===== config.mk =====
export PLATFORM = sky130hd
export DESIGN_NAME = cu_program_sequencer_flat
export DESIGN_NICKNAME = d
export VERILOG_FILES = /design/src/rtl/cu_program_sequencer_if.sv /design/src/rtl/cu_program_sequencer.sv /design/src/flat_wrapper.sv
export SDC_FILE = /design/constraint.sdc
export NUM_CORES = 1
export LEC_CHECK = 0
export BUFFER_PORTS_ARGS = -buffer_cell sky130_fd_sc_hd__buf_2
export CAP_MARGIN = 5
export CORE_ASPECT_RATIO = 0.75
export CORE_MARGIN = 1
export CORE_UTILIZATION = 50
export CTS_CLUSTER_SIZE = 12
export DETAILED_ROUTE_END_ITERATION = 10
export PLACE_DENSITY = 0.81
export SLEW_MARGIN = 5
export SYNTH_ARGS = -nofsm -noshare
export SYNTH_HDL_FRONTEND = slang
export SYNTH_SLANG_ARGS = --single-unit

===== constraint.sdc =====
create_clock -name clk -period 2.63 [get_ports clk]
set_input_delay 0.263 -clock clk [delete_from_list [all_inputs] [get_ports clk]]
set_output_delay 0.263 -clock clk [all_outputs]
set_load 0.03 [all_outputs]

===== src/rtl/cu_program_sequencer_if.sv =====
// -----------------------------------------------------------------------------
// cu_seq_if
// Bus between the program sequencer, its program ROM and the 4-bit
// computational unit (CU).
//
// Signals:
//   pm_addr    [7:0] ROM address (equals pc)             sequencer -> ROM
//   pm_data    [7:0] ROM word at pm_addr, async read     ROM -> sequencer
//   r_eq_0           registered CU zero flag             CU -> sequencer
//   pc         [7:0] program counter                     sequencer -> CU
//   sync_reset       clears the CU ALU result            sequencer -> CU
//   source_sel [3:0] data bus source select              sequencer -> CU
//   reg_en     [8:0] CU register write enables           sequencer -> CU
//                    (bit 7 = data-memory write enable)
//   i_sel, x_sel, y_sel  CU mux selects                  sequencer -> CU
//   ir_nibble  [3:0] immediate value or ALU function     sequencer -> CU
//   halted           high while in HALT                  sequencer -> CU
//   state_dbg  [1:0] sequencer FSM state (debug only)    sequencer -> any
//
// Handshake: there is none. ROM data is valid combinationally in the cycle its
// address is presented, and every control field is valid for the whole cycle
// and takes effect at the next rising clock edge.
//
// Modports: master = sequencer, slave = ROM/CU side.
// -----------------------------------------------------------------------------
interface cu_seq_if;
  logic [7:0] pm_addr;
  logic [7:0] pm_data;
  logic       r_eq_0;
  logic [7:0] pc;
  logic       sync_reset;
  logic [3:0] source_sel;
  logic [8:0] reg_en;
  logic       i_sel;
  logic       x_sel;
  logic       y_sel;
  logic [3:0] ir_nibble;
  logic       halted;
  logic [1:0] state_dbg;

  modport master (
    input  pm_data, r_eq_0,
    output pm_addr, pc, sync_reset, source_sel, reg_en,
           i_sel, x_sel, y_sel, ir_nibble, halted, state_dbg
  );

  modport slave (
    output pm_data, r_eq_0,
    input  pm_addr, pc, sync_reset, source_sel, reg_en,
           i_sel, x_sel, y_sel, ir_nibble, halted, state_dbg
  );
endinterface


===== src/rtl/cu_program_sequencer.sv =====
// -----------------------------------------------------------------------------
// cu_program_sequencer
// Fetches 8-bit instructions from an async-read program ROM into an
// instruction register and decodes them into CU control fields. Supports
// two-word conditional jumps on r_eq_0 and a HALT state.
//
// Ports:
//   clk      rising-edge clock
//   reset_n  asynchronous active-low reset (forces INIT)
//   hold     (only with CU_SEQ_HOLD_EN) freezes state/pc/ir in EXEC or FILL
//   bus      cu_seq_if.master: ROM address/data, zero flag, control fields
//
// Optional build macro: CU_SEQ_HOLD_EN adds the hold input.
//
// In EXEC, pc already points at the word after ir, so a jump's target word
// is simply pm_data in its EXEC cycle.
// -----------------------------------------------------------------------------
module cu_program_sequencer (
  input  logic     clk,
  input  logic     reset_n,
`ifdef CU_SEQ_HOLD_EN
  input  logic     hold,
`endif
  cu_seq_if.master bus
);

  typedef enum logic [1:0] {
    S_INIT = 2'd0,
    S_EXEC = 2'd1,
    S_FILL = 2'd2,
    S_HALT = 2'd3
  } state_t;

  state_t     state_q;
  logic [7:0] pc_q;
  logic [7:0] ir_q;

  logic [2:0] ddd;
  logic [2:0] sss;
  logic       is_ctrl;
  logic       is_jump;
  logic       is_halt;
  logic       jump_taken;
  logic       hold_act;

  assign ddd = ir_q[5:3];
  assign sss = ir_q[2:0];

  // Control ops share the move encoding with ddd == sss; ddd == 6 is i <= i+m.
  assign is_ctrl    = (ir_q[7:6] == 2'b10) && (ddd == sss) && (ddd != 3'd6);
  assign is_jump    = is_ctrl && (ddd <= 3'd2);
  assign is_halt    = is_ctrl && (ddd == 3'd7);
  assign jump_taken = (ddd == 3'd0) ||
                      ((ddd == 3'd1) &&  bus.r_eq_0) ||
                      ((ddd == 3'd2) && !bus.r_eq_0);

`ifdef CU_SEQ_HOLD_EN
  assign hold_act = hold && ((state_q == S_EXEC) || (state_q == S_FILL));
`else
  assign hold_act = 1'b0;
`endif

  // Destination code to write-enable bit; code 4 is the data-memory write
  // (bit 7) and code 7 the output register (bit 8), bit 4 belongs to r.
  function automatic logic [8:0] dest_onehot(input logic [2:0] d);
    logic [8:0] oh;
    oh = 9'h000;
    case (d)
      3'd4:    oh[7] = 1'b1;
      3'd7:    oh[8] = 1'b1;
      default: oh[d] = 1'b1;
    endcase
    return oh;
  endfunction

  // Sequencing: state, pc and ir
  always_ff @(posedge clk or negedge reset_n) begin
    if (!reset_n) begin
      state_q <= S_INIT;
      pc_q    <= 8'h00;
      ir_q    <= 8'h00;
    end else if (!hold_act) begin
      case (state_q)
        S_INIT, S_FILL: begin
          ir_q    <= bus.pm_data;
          pc_q    <= pc_q + 8'd1;
          state_q <= S_EXEC;
        end
        S_EXEC: begin
          if (is_jump) begin
            pc_q    <= jump_taken ? bus.pm_data : (pc_q + 8'd1);
            state_q <= S_FILL;
          end else if (is_halt) begin
            state_q <= S_HALT;
          end else begin
            ir_q <= bus.pm_data;
            pc_q <= pc_q + 8'd1;
          end
        end
        default: state_q <= S_HALT;
      endcase
    end
  end

  // Control decode, combinational from state and ir
  logic       sync_reset;
  logic [3:0] source_sel;
  logic [8:0] reg_en;
  logic       i_sel;
  logic       x_sel;
  logic       y_sel;
  logic [3:0] ir_nibble;

  always_comb begin
    sync_reset = 1'b0;
    source_sel = 4'd0;
    reg_en     = 9'h000;
    i_sel      = 1'b0;
    x_sel      = 1'b0;
    y_sel      = 1'b0;
    ir_nibble  = 4'd0;
    case (state_q)
      S_INIT: begin
        sync_reset = 1'b1;
        reg_en     = 9'h010;
      end
      S_EXEC: begin
        if (!ir_q[7]) begin
          source_sel = 4'd8;
          ir_nibble  = ir_q[3:0];
          reg_en     = dest_onehot(ir_q[6:4]);
        end else if (ir_q[6]) begin
          x_sel     = ir_q[5];
          y_sel     = ir_q[4];
          ir_nibble = ir_q[3:0];
          reg_en    = 9'h010;
        end else if (ddd != sss) begin
          source_sel = {1'b0, sss};
          reg_en     = dest_onehot(ddd);
        end else if (ddd == 3'd6) begin
          i_sel  = 1'b1;
          reg_en = 9'h040;
        end
        if (hold_act) begin
          reg_en     = 9'h000;
          sync_reset = 1'b0;
        end
      end
      default: ;
    endcase
  end

  assign bus.pm_addr    = pc_q;
  assign bus.pc         = pc_q;
  assign bus.sync_reset = sync_reset;
  assign bus.source_sel = source_sel;
  assign bus.reg_en     = reg_en;
  assign bus.i_sel      = i_sel;
  assign bus.x_sel      = x_sel;
  assign bus.y_sel      = y_sel;
  assign bus.ir_nibble  = ir_nibble;
  assign bus.halted     = (state_q == S_HALT);
  assign bus.state_dbg  = state_q;

endmodule


===== src/flat_wrapper.sv =====
// flat-port wrapper written by rule: the top's interface ports become plain ports
module cu_program_sequencer_flat 
  (clk, reset_n, bus_pm_data, bus_r_eq_0, bus_pm_addr, bus_pc, bus_sync_reset, bus_source_sel, bus_reg_en, bus_i_sel, bus_x_sel, bus_y_sel, bus_ir_nibble, bus_halted, bus_state_dbg);
  cu_seq_if bus_i ();
  input  logic clk;
  input  logic reset_n;
  input wire logic [$bits(bus_i.pm_data)-1:0] bus_pm_data;
  input wire logic [$bits(bus_i.r_eq_0)-1:0] bus_r_eq_0;
  output wire logic [$bits(bus_i.pm_addr)-1:0] bus_pm_addr;
  output wire logic [$bits(bus_i.pc)-1:0] bus_pc;
  output wire logic [$bits(bus_i.sync_reset)-1:0] bus_sync_reset;
  output wire logic [$bits(bus_i.source_sel)-1:0] bus_source_sel;
  output wire logic [$bits(bus_i.reg_en)-1:0] bus_reg_en;
  output wire logic [$bits(bus_i.i_sel)-1:0] bus_i_sel;
  output wire logic [$bits(bus_i.x_sel)-1:0] bus_x_sel;
  output wire logic [$bits(bus_i.y_sel)-1:0] bus_y_sel;
  output wire logic [$bits(bus_i.ir_nibble)-1:0] bus_ir_nibble;
  output wire logic [$bits(bus_i.halted)-1:0] bus_halted;
  output wire logic [$bits(bus_i.state_dbg)-1:0] bus_state_dbg;
  assign bus_i.pm_data = bus_pm_data;
  assign bus_i.r_eq_0 = bus_r_eq_0;
  assign bus_pm_addr = bus_i.pm_addr;
  assign bus_pc = bus_i.pc;
  assign bus_sync_reset = bus_i.sync_reset;
  assign bus_source_sel = bus_i.source_sel;
  assign bus_reg_en = bus_i.reg_en;
  assign bus_i_sel = bus_i.i_sel;
  assign bus_x_sel = bus_i.x_sel;
  assign bus_y_sel = bus_i.y_sel;
  assign bus_ir_nibble = bus_i.ir_nibble;
  assign bus_halted = bus_i.halted;
  assign bus_state_dbg = bus_i.state_dbg;
  cu_program_sequencer u_core (.clk(clk), .reset_n(reset_n), .bus(bus_i));
endmodule

---- Word-level counts from Yosys, hierarchy flattened ----
Index checks and enable logic that the tools add are counted.
storage, ports and cells
  register bits after elaboration ......... 18
  bits in latches ......................... 0
  memory bits (writable) .................. 0
  memory bits (read-only) ................. 0
  input port bits ......................... 11
  output and inout bits ................... 40
  logic and storage cells ................. 90
  memories kept ........................... 0
cells by class
  $add $sub $neg .......................... 1
  multiply operators ...................... 0
  div/mod/pow operators ................... 0
  magnitude comparators ................... 5
  equality and inequality tests ........... 18
  shifts and indexed selects .............. 0
  mux-type cells .......................... 44
  bitwise operators ....................... 0
  reductions and logical operators ........ 19
operators with widths
  cell                                                                           number
  8-bit 2-to-1 mux                                                               5
  8-bit case mux with 2 select lines                                             2
  9-bit 2-to-1 mux                                                               3
  4-bit 2-to-1 mux                                                               6
  7-bit 2-to-1 mux                                                               3
  9-bit case mux with 2 select lines                                             1
  1-bit 2-to-1 mux                                                               16
  3-bit equality test (second input constant)                                    5
  3-bit by 5-bit less-than comparator with 1-bit output (second input constant)  2
  8-bit by 1-bit adder with 8-bit output (second input constant)                 1
  1-bit logical AND                                                              8
  1-bit demux with 3-bit select                                                  2
  2-bit equality test (second input constant)                                    3
  3-bit by 1-bit >= comparator with 1-bit output (second input constant)         2
  2-bit OR reduction                                                             3
  2-bit 2-to-1 mux                                                               2
  2-bit inequality test (second input constant)                                  2
  1-bit case mux with 2 select lines                                             2
  2-bit case mux with 2 select lines                                             1
  3-bit by 1-bit equality test with 1-bit output (second input constant)         1
  3-bit by 2-bit equality test with 1-bit output (second input constant)         1
  3-bit equality test                                                            1
  3-bit by 2-bit <= comparator with 1-bit output (second input constant)         1
  3-bit logical NOT                                                              1
  12 further kinds                                                               13

---- Logic depth before layout (Yosys ltp) ----
Gate-level depths: netlist of the first run.
  depth in word-level cells ............... 9
  depth in mapped cells ................... 7
  gate-level depth less buffers ........... 6

---- Worst setup path before layout of the first run ----
Ideal clock, no wire load.
  path type ............................... flip-flop to output port
  start ................................... register u_core.ir_q[3]
  end ..................................... output port bus_reg_en[1]
  arrival time ............................ 2.128 ns
  required time ........................... 2.367 ns
  path slack .............................. 0.239 ns
  stages on the path, launching flop included .. 7
  buffers on the path ..................... 1
  cell sequence ........................... dfrtp_1 -> buf_2 -> xnor2_4 -> nand3_1 -> nand3_1 -> mux2_2 -> nor4_1
on the way
  longest elaborated chain between the ends .. 9
  elaborated cells on any way between the ends .. 14
RTL lines
  item                                                                                                                                           line                         RTL
  from (decl)                                                                                                                                    cu_program_sequencer.sv:36   logic [7:0] ir_q;
  from (signal assigned)                                                                                                                         cu_program_sequencer.sv:85   ir_q <= bus.pm_data;
  from (signal assigned)                                                                                                                         cu_program_sequencer.sv:96   ir_q <= bus.pm_data;
  3-bit by 5-bit less-than comparator with 1-bit output (not written as such) or 3-bit by 1-bit >= comparator with 1-bit output (tied branches)  cu_program_sequencer.sv:71   default: oh[d] = 1'b1;
  1-bit logical AND (not written as such)                                                                                                        cu_program_sequencer.sv:71
  1-bit 2-to-1 mux (not written as such)                                                                                                         cu_program_sequencer.sv:71
  1-bit demux with 3-bit select                                                                                                                  -
  7-bit 2-to-1 mux                                                                                                                               cu_program_sequencer.sv:68   case (d)
  9-bit 2-to-1 mux (*)                                                                                                                           cu_program_sequencer.sv:137  end else if (ddd != sss) begin
  9-bit 2-to-1 mux (*)                                                                                                                           cu_program_sequencer.sv:132  end else if (ir_q[6]) begin
  9-bit 2-to-1 mux (*)                                                                                                                           cu_program_sequencer.sv:128  if (!ir_q[7]) begin
  9-bit case mux with 2 select lines (*)                                                                                                         cu_program_sequencer.sv:122  case (state_q)
  to (decl)                                                                                                                                      flat_wrapper.sv:13           output wire logic [$bits(bus_i.reg_en)-1:0] bus_reg_en;
Mark *: on every way between the ends. The rest lies on a longest branch, timed or not.

---- Final worst setup path of the first run ----
Ends and elaborated chain as after synthesis.

==> flow_summary_export.csv, run 1 <==
group,metric,value,unit
status,status,"completed",
final_layout,post_layout_util,0.654,
logic_synthesis,avgSynthCellArea,9.04,sq um
logic_synthesis,netlist-cell-type-count,42,
drt,dr_wl_met3,145,um
power_and_ir_drop,peakVddDrop,0.719,mV
power_and_ir_drop,power_density,1490,mW/mm^2
power_and_ir_drop,p_comb_frac,0.662,
sta,skew,1.87,ps
final_layout,drive_above_1_share,0.404,
logic_synthesis,synthTopCellsByArea,"dfrtp_1 33%, mux2_2 7.5%, buf_4 4.4%",
cts,clockRootBuffer,"clkbuf_4",
logic_synthesis,mappedNetlistArea,0.00136,sq mm
drt,detail_route.wl_per_cell,13.7,um
cts,clock_tree.buffer_depth,2,
cts,worst_setup_hold_path_clk_slew,90,ps
worst_setup_path,worst-endpoint-arrival,2100,ps
final_layout,layout.area.seq,453,sq um
final_layout,area_growth_syn_to_layout,16.8,%
final_layout,num-nets-final,202,
worst_setup_path,worstPathMaxFanout,9,
power_and_ir_drop,clockPowerShare,0.057,
drt,post_drt_via_cell_ratio,5.58,
floorplanning,core_area,0.00242,sq mm
placed_design,gp_congestion,0.919,
logic_synthesis,netlist_instances,150,
power_and_ir_drop,intPower,1020,uW
logic_synthesis,yosysWarnings,0,
floorplanning,die_area,0.00293,sq mm
drt,starting_drt_drc_count,75,
flow_run,timing.max_cap.violations,0,
sta,setup_tns,0,ps
sta,setup_violating_endpoint_count_in_the_final_report,0,
min_path,min-delay-path-class,"primary input to flip-flop",
drt,maxUsedRoutingLayer,"met4",
floorplanning,die_x,62.1,um
power_and_ir_drop,p_leak,0.000790,uW
final_layout,number_of_standard_cells_in_the_final_layout_excluding_fillers,222,
floorplanning,num_io_pins,51,
sta,tightestPinTransition,439,ps
sta,rsz0062_at_grt,"false",
final_layout,num-fill-cells,217,
worst_setup_path,crit_path_start_kind,"flip-flop",
power_and_ir_drop,power.switching,1330,uW
drt,drt-pass1-iter-count,4,
sta,max_slew_margin,0.707,
global_route,globalRouteOverflowTotal,0,
floorplanning,placementRows,15,
worst_setup_path,worstSetupEndpointType,"output port",
logic_synthesis,yosysTopAreaCell,"dfrtp_1",
logic_synthesis,yosysSeqAreaShare,0.332,
sta,timing_hold_violations_final,0,
drt,ant_nets,0,
floorplanning,die-height,47.1,um
drt,wl_met2,1.41,mm
cts,clock_sink_count,18,
global_route,grtUsageTotal,0.213,
worst_setup_path,type_of_the_setup_path_with_the_least_slack,"flip-flop to output port",
sta,final_cycle_utilization_of_the_critical_path,0.899,
global_route,first_global_vias,985,
sta,min_period,2360,ps
drt,remaining_drc_errors,0,
final_layout,combined_area_of_the_multi_input_logic_cells,783,sq um
logic_synthesis,syn_nets,162,
placed_design,dp_hpwl,2.38,mm
logic_synthesis,synth_top_cell_area_share,0.332,
worst_setup_path,worst_r2r_setup_slack,780,ps
drt,routed-via-count,1238,
cts,cts_post_setup_buffers_inserted,0,
global_route,grt_pass1_wl,4.73,mm
final_layout,finalInstanceArea,0.00158,sq mm
drt,met1Wirelength,1.46,mm
placed_design,io_buffers,50,
global_route,grt_max_degree,19,
final_layout,antenna_cells_inserted,0,
placed_design,placed_cells,218,
cts,cts_bufs_inserted,3,
cts,worstSkewPairLatency,290,ps
floorplanning,initial_standard_cell_utilization_of_the_core,0.560,
power_and_ir_drop,switching_share,0.566,
cts,h-tree-depth,1,
drt,wirelength,3.04,mm
sta,slew_violations,0,
sta,clock.fmax,423,MHz
logic_synthesis,synth.ff_latch_count,18,
power_and_ir_drop,share_seq_of_total_power,0.281,
placed_design,placement.cell_area,0.00155,sq mm
cts,cts_tree,"done",
global_route,grt_antenna_before_repair,0,
worst_setup_path,required,2370,ps
[final timing paths]
| kind | start | endpoint | cells after the start |
|---|---|---|---|
| max reg2reg | u_core.ir_q[7]$_DFFE_PN0P_ | u_core.ir_q[4]$_DFFE_PN0P_ | 4 |
| max in group asynchronous | reset_n | u_core.ir_q[4]$_DFFE_PN0P_ | 2 |
| min reg2reg | u_core.bus.pc[3]$_DFFE_PN0P_ | u_core.bus.pc[3]$_DFFE_PN0P_ | 1 |
| min | bus_pm_data[0] | u_core.bus.pc[0]$_DFFE_PN0P_ | 3 |
| max | u_core.ir_q[3]$_DFFE_PN0P_ | bus_reg_en[1] | 6 |
| min in group asynchronous | reset_n | u_core.bus.pc[3]$_DFFE_PN0P_ | 2 |
[cell usage after synthesis]
| library cell | count |
|---|---|
| buf_2 | 2 |
| and3_1 | 5 |
| nand2_1 | 16 |
| xnor2_4 | 2 |
| nand4b_1 | 1 |
| ha_1 | 1 |
| clkbuf_1 | 5 |
| xnor2_1 | 1 |
| o22a_1 | 1 |
| nor2b_1 | 2 |
| nor3_1 | 4 |
| nand4_1 | 1 |
| o21ai_0 | 4 |
| o21ai_4 | 1 |
| o211ai_1 | 2 |
| or4b_2 | 1 |
| or4_2 | 1 |
| and2_2 | 1 |
| and4bb_4 | 1 |
| and4_1 | 3 |
| dfrtp_1 | 18 |
| or2_4 | 1 |
| and3_2 | 3 |
| mux2_2 | 9 |
| nand3_1 | 7 |
| mux2i_1 | 5 |
| o31ai_1 | 2 |
| nor3b_1 | 1 |
| o22ai_1 | 1 |
| a2bb2oi_1 | 3 |
| and2_1 | 1 |
| buf_6 | 1 |
| nor4_1 | 1 |
| or2b_1 | 1 |
| a22oi_1 | 3 |
| nand2b_1 | 1 |
| buf_4 | 8 |
| nor2_1 | 11 |
| inv_1 | 6 |
| a31oi_1 | 3 |
| a21oi_1 | 8 |
| nand3_4 | 1 |
[layout make-up]
type	count	share of cell area
multi-input combinational	110	0.494
sequential	18	0.286
timing repair buffer	51	0.164
tap	34	0.0269
clock buffer	3	0.0142
inverter	6	0.0142
[power by group through the flow]
stage / logic, uW / registers (uW) / clock network (uW)
6_report: 1560 / 661 / 135
4_1_cts: 1570 / 657 / 138
3_3_place_gp: 1530 / 645 / 0
2_1_floorplan: 1250 / 674 / 0
5_1_grt: 1670 / 695 / 149
3_5_place_dp: 1560 / 662 / 0
[state kept, by name, indices dropped and copies added, names as in the netlist]
register and count:
u_core.bus.pc 8, u_core.ir_q 8, u_core.bus.state_dbg 2
[cell usage in the layout (no fill, tap or decap), types with 2 or more instances in the layout]
| cell | instances |
|---|---|
| a21oi_1 | 8 |
| a22oi_1 | 3 |
| a2bb2oi_1 | 3 |
| a31oi_1 | 3 |
| and3_1 | 5 |
| and3_2 | 3 |
| and4_1 | 3 |
| buf_2 | 50 |
| clkbuf_4 | 3 |
| dfrtp_1 | 16 |
| dfrtp_2 | 2 |
| inv_1 | 6 |
| mux2_2 | 9 |
| mux2i_1 | 5 |
| nand2_1 | 16 |
| nand3_1 | 7 |
| nor2_1 | 11 |
| nor2b_1 | 2 |
| nor3_1 | 4 |
| o211ai_1 | 2 |
| o21ai_0 | 4 |
| o31ai_1 | 2 |
| xnor2_4 | 2 |
[metal layers]
metal / up-vias / GRT usage
met3: 4 / 0.0534
met4: 0 / 0.0605
li1: 619 / -
met5: - / 0
met1: 582 / 0.299
met2: 33 / 0.334
[repair_timing]
| action | 4_1_cts | 5_1_grt |
|---|---|---|
| endpoints found under the setup margin | 0 | 1 |
| gates resized for setup | 0 | 2 |
| hold buffers | 1 | 0 |
| endpoints found under the hold margin | 18 | 0 |
[metrics by stage]
step	total power (uW)	hold slack, ps	worst slack [ps]
global route	2510	206	28.1
global placement	2180	211	595
floorplan	1920	-32.6	239
CTS	2360	210	197
finish	2350	211	266
detailed placement	2220	217	535
[cell families (layout without fill, tap and decap cells)]
| family | after synthesis | count (layout) | share of synthesized area |
|---|---|---|---|
| AND/OR/NAND/NOR | 64 | 64 | 0.270 |
| AO/OA/AOI/OAI | 28 | 28 | 0.139 |
| buffers and inverters | 22 | 60 | 0.0904 |
| flip-flops | 18 | 18 | 0.332 |
| multiplexers | 14 | 14 | 0.112 |
| XOR/XNOR | 3 | 3 | 0.0470 |
| adder cells (fa/ha/maj) | 1 | 1 | 0.00922 |
[critical path: stages, from the launching register on]
cell	delay, ps
dfrtp_1	520
xnor2_4	220
nand3_1	220
nand3_1	150
mux2_2	300
nor4_1	150
buf_2	240
Power figures use the tool's default switching activity.
==> run 2: changes to the inputs <==
Settings changed: CORE_UTILIZATION 50 to 45, PLACE_DENSITY 0.81 to 0.74, RECOVER_POWER set to 25.
==> flow_summary_export.csv, run 2 (synthesis gave the netlist of run 1 again) <==
group,metric,value,unit
drt,starting_drt_drc_count,46,
floorplanning,placementRows,16,
cts,cts_tree,"done",
sta,timing_hold_violations_final,0,
floorplanning,core_area,0.00272,sq mm
cts,cts_post_setup_buffers_inserted,0,
sta,tightestPinTransition,969,ps
worst_setup_path,worstPathMaxFanout,16,
cts,worstSkewPairLatency,250,ps
placed_design,place_worst_setup_slack,512,ps
final_layout,drive_above_1_share,0.383,
worst_setup_path,required,2370,ps
global_route,grt_pass1_wl,4.99,mm
floorplanning,die_area,0.00324,sq mm
power_and_ir_drop,p_leak,0.000793,uW
sta,max_slew_margin,0.354,
cts,clock_sink_count,18,
placed_design,gp_congestion,0.908,
worst_setup_path,worst_r2r_setup_slack,770,ps
floorplanning,die-height,49.5,um
sta,rsz0062_at_grt,"false",
min_path,min-delay-path-class,"primary input to flip-flop",
worst_setup_path,type_of_the_setup_path_with_the_least_slack,"flip-flop to output port",
worst_setup_path,crit_path_start_kind,"flip-flop",
global_route,grtUsageTotal,0.202,
sta,holdWs,261,ps
placed_design,io_buffers,50,
cts,worst_setup_hold_path_clk_slew,60,ps
final_layout,most_frequent_standard_cell_in_the_layout_excluding_fill_and_tap_cells,"buf_2",
power_and_ir_drop,peakVddDrop,0.632,mV
final_layout,mostFrequentLayoutCells,"48 x buf_2, 18 x dfrtp_1, 16 x nand2_1, 11 x nor2_1, 9 x mux2_2",
floorplanning,die_x,65.4,um
cts,clock_tree.buffer_depth,2,
sta,timing.final.ws_setup,231,ps
sta,slew_violations,0,
cts,h-tree-depth,1,
global_route,globalRouteOverflowTotal,0,
sta,min_period,2400,ps
placed_design,dp_hpwl,2.38,mm
final_layout,num-nets-final,202,
cts,cts_bufs_inserted,3,
floorplanning,initial_standard_cell_utilization_of_the_core,0.498,
drt,detail_route.wl_per_cell,13.7,um
sta,setup_violating_endpoint_count_in_the_final_report,0,
worst_setup_path,worstSetupEndpointType,"output port",
floorplanning,num_io_pins,51,
status,status,"completed",
power_and_ir_drop,power.total,2400,uW
sta,final_cycle_utilization_of_the_critical_path,0.912,
drt,ant_nets,0,
power_and_ir_drop,power_density,1500,mW/mm^2
flow_run,timing.max_cap.violations,0,
drt,post_drt_via_cell_ratio,5.65,
final_layout,area_growth_syn_to_layout,18.0,%
final_layout,antenna_cells_inserted,0,
sta,setup_tns,0,ps
sta,skew,1.18,ps
drt,wirelength,3.06,mm
global_route,first_global_vias,1029,
cts,clockRootBuffer,"clkbuf_8",
sta,clock.fmax,417,MHz
cts,post_cts_resize_count,0,
global_route,grt_antenna_before_repair,0,
drt,remaining_drc_errors,0,
drt,drt-pass1-iter-count,4,
cts,cts_stage_hold_buffer_count,1,
global_route,grt_max_degree,19,
worst_setup_path,worst-endpoint-arrival,2140,ps
drt,routed-via-count,1266,
run 2: critical path, cell delays in order (launching register included):
cell and delay, ps:
dfrtp_1 690, xnor2_4 160, nand3_1 210, nand3_1 150, mux2_2 300, nor4_1 150, buf_2 240
run 2: final cells by class:
cell class	instances	area, sq um
Fill cell	268	1120
Clock buffer	3	41.3
Tap cell	36	45.0
Inverter	6	22.5
Sequential cell	18	450
Timing Repair Buffer	51	258
Multi-Input combinational cell	110	783
run 2: power breakdown:
part / switching (uW) / internal [uW]
clock: 87.0 / 102
combinational: 999 / 561
sequential: 250 / 402
total: 1340 / 1060
run 2: worst paths after layout:
path / start / to / cells after the start
worst min-delay path: bus_pm_data[6] / u_core.ir_q[6]$_DFFE_PN0P_ / 2
worst max-delay path: u_core.ir_q[4]$_DFFE_PN0P_ / bus_reg_en[1] / 6
worst max register to register: u_core.ir_q[7]$_DFFE_PN0P_ / u_core.ir_q[4]$_DFFE_PN0P_ / 4
worst min register to register: u_core.bus.pc[3]$_DFFE_PN0P_ / u_core.bus.pc[3]$_DFFE_PN0P_ / 1
max in group asynchronous: reset_n / u_core.ir_q[2]$_DFFE_PN0P_ / 2
min in group asynchronous: reset_n / u_core.ir_q[6]$_DFFE_PN0P_ / 2
run 2: per-layer routing:
layer	wire length, um	global-route usage
met5	0	0
met4	12	0.0362
met3	216	0.0579
met2	1420	0.296
met1	1410	0.297
run 2: metrics by stage:
| stage | instance area, sq um | cells | util |
|---|---|---|---|
| final | 1600 | 224 | 0.588 |
| after floorplan | 1360 | 150 | - |
| after global placement | 1550 | 220 | 0.570 |
| after CTS | 1600 | 224 | 0.589 |
| after detailed placement | 1550 | 220 | 0.570 |
| after global routing | 1600 | 224 | 0.588 |
==> run 3: changes to the inputs <==
Settings changed: ABC_AREA set to 1, CORE_MARGIN 1 to unset, GPL_TIMING_DRIVEN set to 0, PLACE_DENSITY 0.74 to 0.73.
==> flow_summary_export.csv, run 3 <==
group,metric,value,unit
floorplanning,die_x,69.1,um
final_layout,mostFrequentLayoutCells,"71 x nand2_1, 48 x buf_2, 23 x inv_1, 23 x nand3_1, 18 x dfrtp_1",
global_route,top_usage_layer,"met2",
cts,worstSkewPairLatency,260,ps
power_and_ir_drop,power.total,2850,uW
sta,rsz0062_at_grt,"false",
final_layout,area_growth_syn_to_layout,23.7,%
logic_synthesis,syn_nets,226,
logic_synthesis,post-synth-top-count-cell,"nand2_1",
sta,skew,1.52,ps
floorplanning,core_area,0.00308,sq mm
worst_setup_path,worst-endpoint-arrival,2020,ps
worst_setup_path,crit_slowest_cell,"dfrtp_1",
global_route,grt_antenna_before_repair,0,
global_route,grtUsageTotal,0.224,
drt,remaining_drc_errors,0,
floorplanning,num_io_pins,51,
final_layout,number_of_standard_cells_in_the_final_layout_excluding_fillers,307,
logic_synthesis,mappedNetlistArea,0.00152,sq mm
drt,starting_drt_drc_count,103,
worst_setup_path,type_of_the_setup_path_with_the_least_slack,"flip-flop to output port",
drt,ant_nets,0,
logic_synthesis,dominantRegCellSynth,"dfrtp_1",
sta,setup_violating_endpoint_count_in_the_final_report,0,
sta,min_period,2280,ps
floorplanning,die_area,0.00362,sq mm
logic_synthesis,yosysSeqAreaShare,0.296,
sta,max_slew_margin,0.339,
final_layout,most_frequent_standard_cell_in_the_layout_excluding_fill_and_tap_cells,"nand2_1",
worst_setup_path,regToRegStartpoint,"u_core.bus.state_dbg[0]$_DFFE_PN0P_",
final_layout,num-nets-final,282,
cts,cts_post_setup_buffers_inserted,0,
power_and_ir_drop,p_leak,0.00108,uW
sta,slew_violations,0,
drt,drt-pass1-iter-count,4,
logic_synthesis,yosysWarnings,0,
drt,routed-via-count,1545,
cts,worst_setup_hold_path_clk_slew,70,ps
floorplanning,placementRows,17,
logic_synthesis,synthTopCellsByArea,"dfrtp_1 30%, nand2_1 18%, nand3_1 7.6%",
cts,post_cts_resize_count,0,
worst_setup_path,crit_path_cell_trace,"inv_1 > nor2_2 > inv_2 > clkbuf_1 > nor3_1 > buf_2",
sta,timing_hold_violations_final,0,
flow_run,timing.max_cap.violations,0,
global_route,grt_pass1_wl,6.31,mm
logic_synthesis,yosys-top-cells-count,"71 x nand2_1, 23 x inv_1, 23 x nand3_1, 18 x dfrtp_1, 12 x nor2_1",
global_route,gr-usage-met1,0.325,
global_route,first_global_vias,1301,
cts,clock_sink_count,18,
drt,detail_route.wl_per_cell,12.2,um
placed_design,gp_congestion,0.958,
logic_synthesis,postSynth.asyncResetShare,1.00,
cts,clockRootBuffer,"clkbuf_8",
min_path,min-delay-path-class,"primary input to flip-flop",
floorplanning,initial_standard_cell_utilization_of_the_core,0.493,
logic_synthesis,synth.ff_latch_count,18,
min_path,holdCritStartpoint,"bus_pm_data[7]",
cts,h-tree-depth,1,
worst_setup_path,required,2370,ps
worst_setup_path,worstSetupEndpointType,"output port",
worst_setup_path,crit_path_start_kind,"flip-flop",
final_layout,drive_above_1_share,0.331,
logic_synthesis,avgSynthCellArea,7.10,sq um
global_route,grt_max_degree,19,
logic_synthesis,netlist-cell-type-count,32,
drt,wirelength,3.74,mm
logic_synthesis,synth_top_cell_area_share,0.296,
power_and_ir_drop,peakVddDrop,0.685,mV
cts,clock_tree.buffer_depth,2,
global_route,globalRouteOverflowTotal,0,
worst_setup_path,critical-path-max-stage-delay,420,ps
final_layout,antenna_cells_inserted,0,
sta,clock.fmax,438,MHz
cts,cts_tree,"done",
power_and_ir_drop,power_density,1520,mW/mm^2
sta,setup_tns,0,ps
cts,cts_bufs_inserted,3,
logic_synthesis,number_of_enable_flip_flop_cells_after_synthesis,0,
logic_synthesis,yosysTopAreaCell,"dfrtp_1",
sta,final_cycle_utilization_of_the_critical_path,0.869,
worst_setup_path,worstPathMaxFanout,10,
status,status,"completed",
sta,tightestPinTransition,991,ps
global_route,grt_util_met3,0.0615,
placed_design,placed_cells,302,
worst_setup_path,worst_setup_path_startpoint,"u_core.bus.state_dbg[0]$_DFFE_PN0P_",
drt,post_drt_via_cell_ratio,5.03,
placed_design,dp_hpwl,2.84,mm
placed_design,io_buffers,50,
global_route,grt_util_met2,0.332,
logic_synthesis,netlist_instances,214,
floorplanning,die-height,52.3,um
run 3: cell count changes in the layout (fill, tap and decap cells not counted), moves of 5 or more:
cell,previous run,this run
mux2_2,9,0
nand3_1,7,23
nand2_1,16,71
nor3_1,4,9
buf_4,0,9
mux2i_1,5,0
inv_1,6,23
run 3: metal layers:
metal / up-vias / part of all wire
met5: - / 0
met4: 0 / 0.0046
met3: 2 / 0.057
met2: 45 / 0.41
met1: 711 / 0.52
li1: 787 / -
run 3: kinds of logic (layout without fill, tap and decap cells):
logic type | Yosys count | count (layout) | synth area share
simple gates | 135 | 135 | 0.448
fa+ha+maj | 1 | 1 | 0.00823
compound gates | 12 | 12 | 0.0675
buf+inv | 42 | 97 | 0.146
xor+xnor | 6 | 6 | 0.0346
flops | 18 | 18 | 0.296
run 3: timing repair:
action / in CTS / in global routing
hold buffers: 1 / 0
hold endpoints to repair: 18 / 0
endpoints found under the setup margin: 0 / 0
run 3: critical path, delay by kind of cell, from the launching register on:
family	cells	cell delay, ps
AND/OR/NAND/NOR	2	530
buffers and inverters	4	810
flip-flops	1	420
run 3: cell type report:
type / instances / area [sq um]
Clock buffer: 4 / 55.1
Timing Repair Buffer: 51 / 258
Buffer: 13 / 105
Multi-Input combinational cell: 154 / 848
Sequential cell: 18 / 450
Inverter: 29 / 116
Fill cell: 293 / 1200
Tap cell: 38 / 47.5
run 3: report_power, final:
part	switching (uW)	internal, uW
clock network	99.7	133
logic	1430	638
registers	141	407
total	1670	1180
run 3: path summary, 6_finish.rpt:
path	endpoint	slack, ps	depth (start not counted)
max in group asynchronous	u_core.ir_q[0]$_DFFE_PN0P_	1350	2
min in group asynchronous	u_core.bus.pc[2]$_DFFE_PN0P_	680	2
max	bus_y_sel	350	6
min reg2reg	u_core.ir_q[1]$_DFFE_PN0P_	510	2
max reg2reg	u_core.ir_q[0]$_DFFE_PN0P_	870	7
min	u_core.ir_q[7]$_DFFE_PN0P_	220	3
run 3: per-stage QoR:
| stage | worst slack (ps) | hold WS [ps] | area (sq um) | utilization |
|---|---|---|---|---|
| floorplan | 209 | -32.6 | 1520 | - |
| global placement | 692 | 218 | 1820 | 0.589 |
| detailed placement | 676 | 221 | 1820 | 0.589 |
| CTS | 379 | 218 | 1880 | 0.611 |
| global route | 210 | 217 | 1880 | 0.610 |
| finish | 345 | 217 | 1880 | 0.610 |
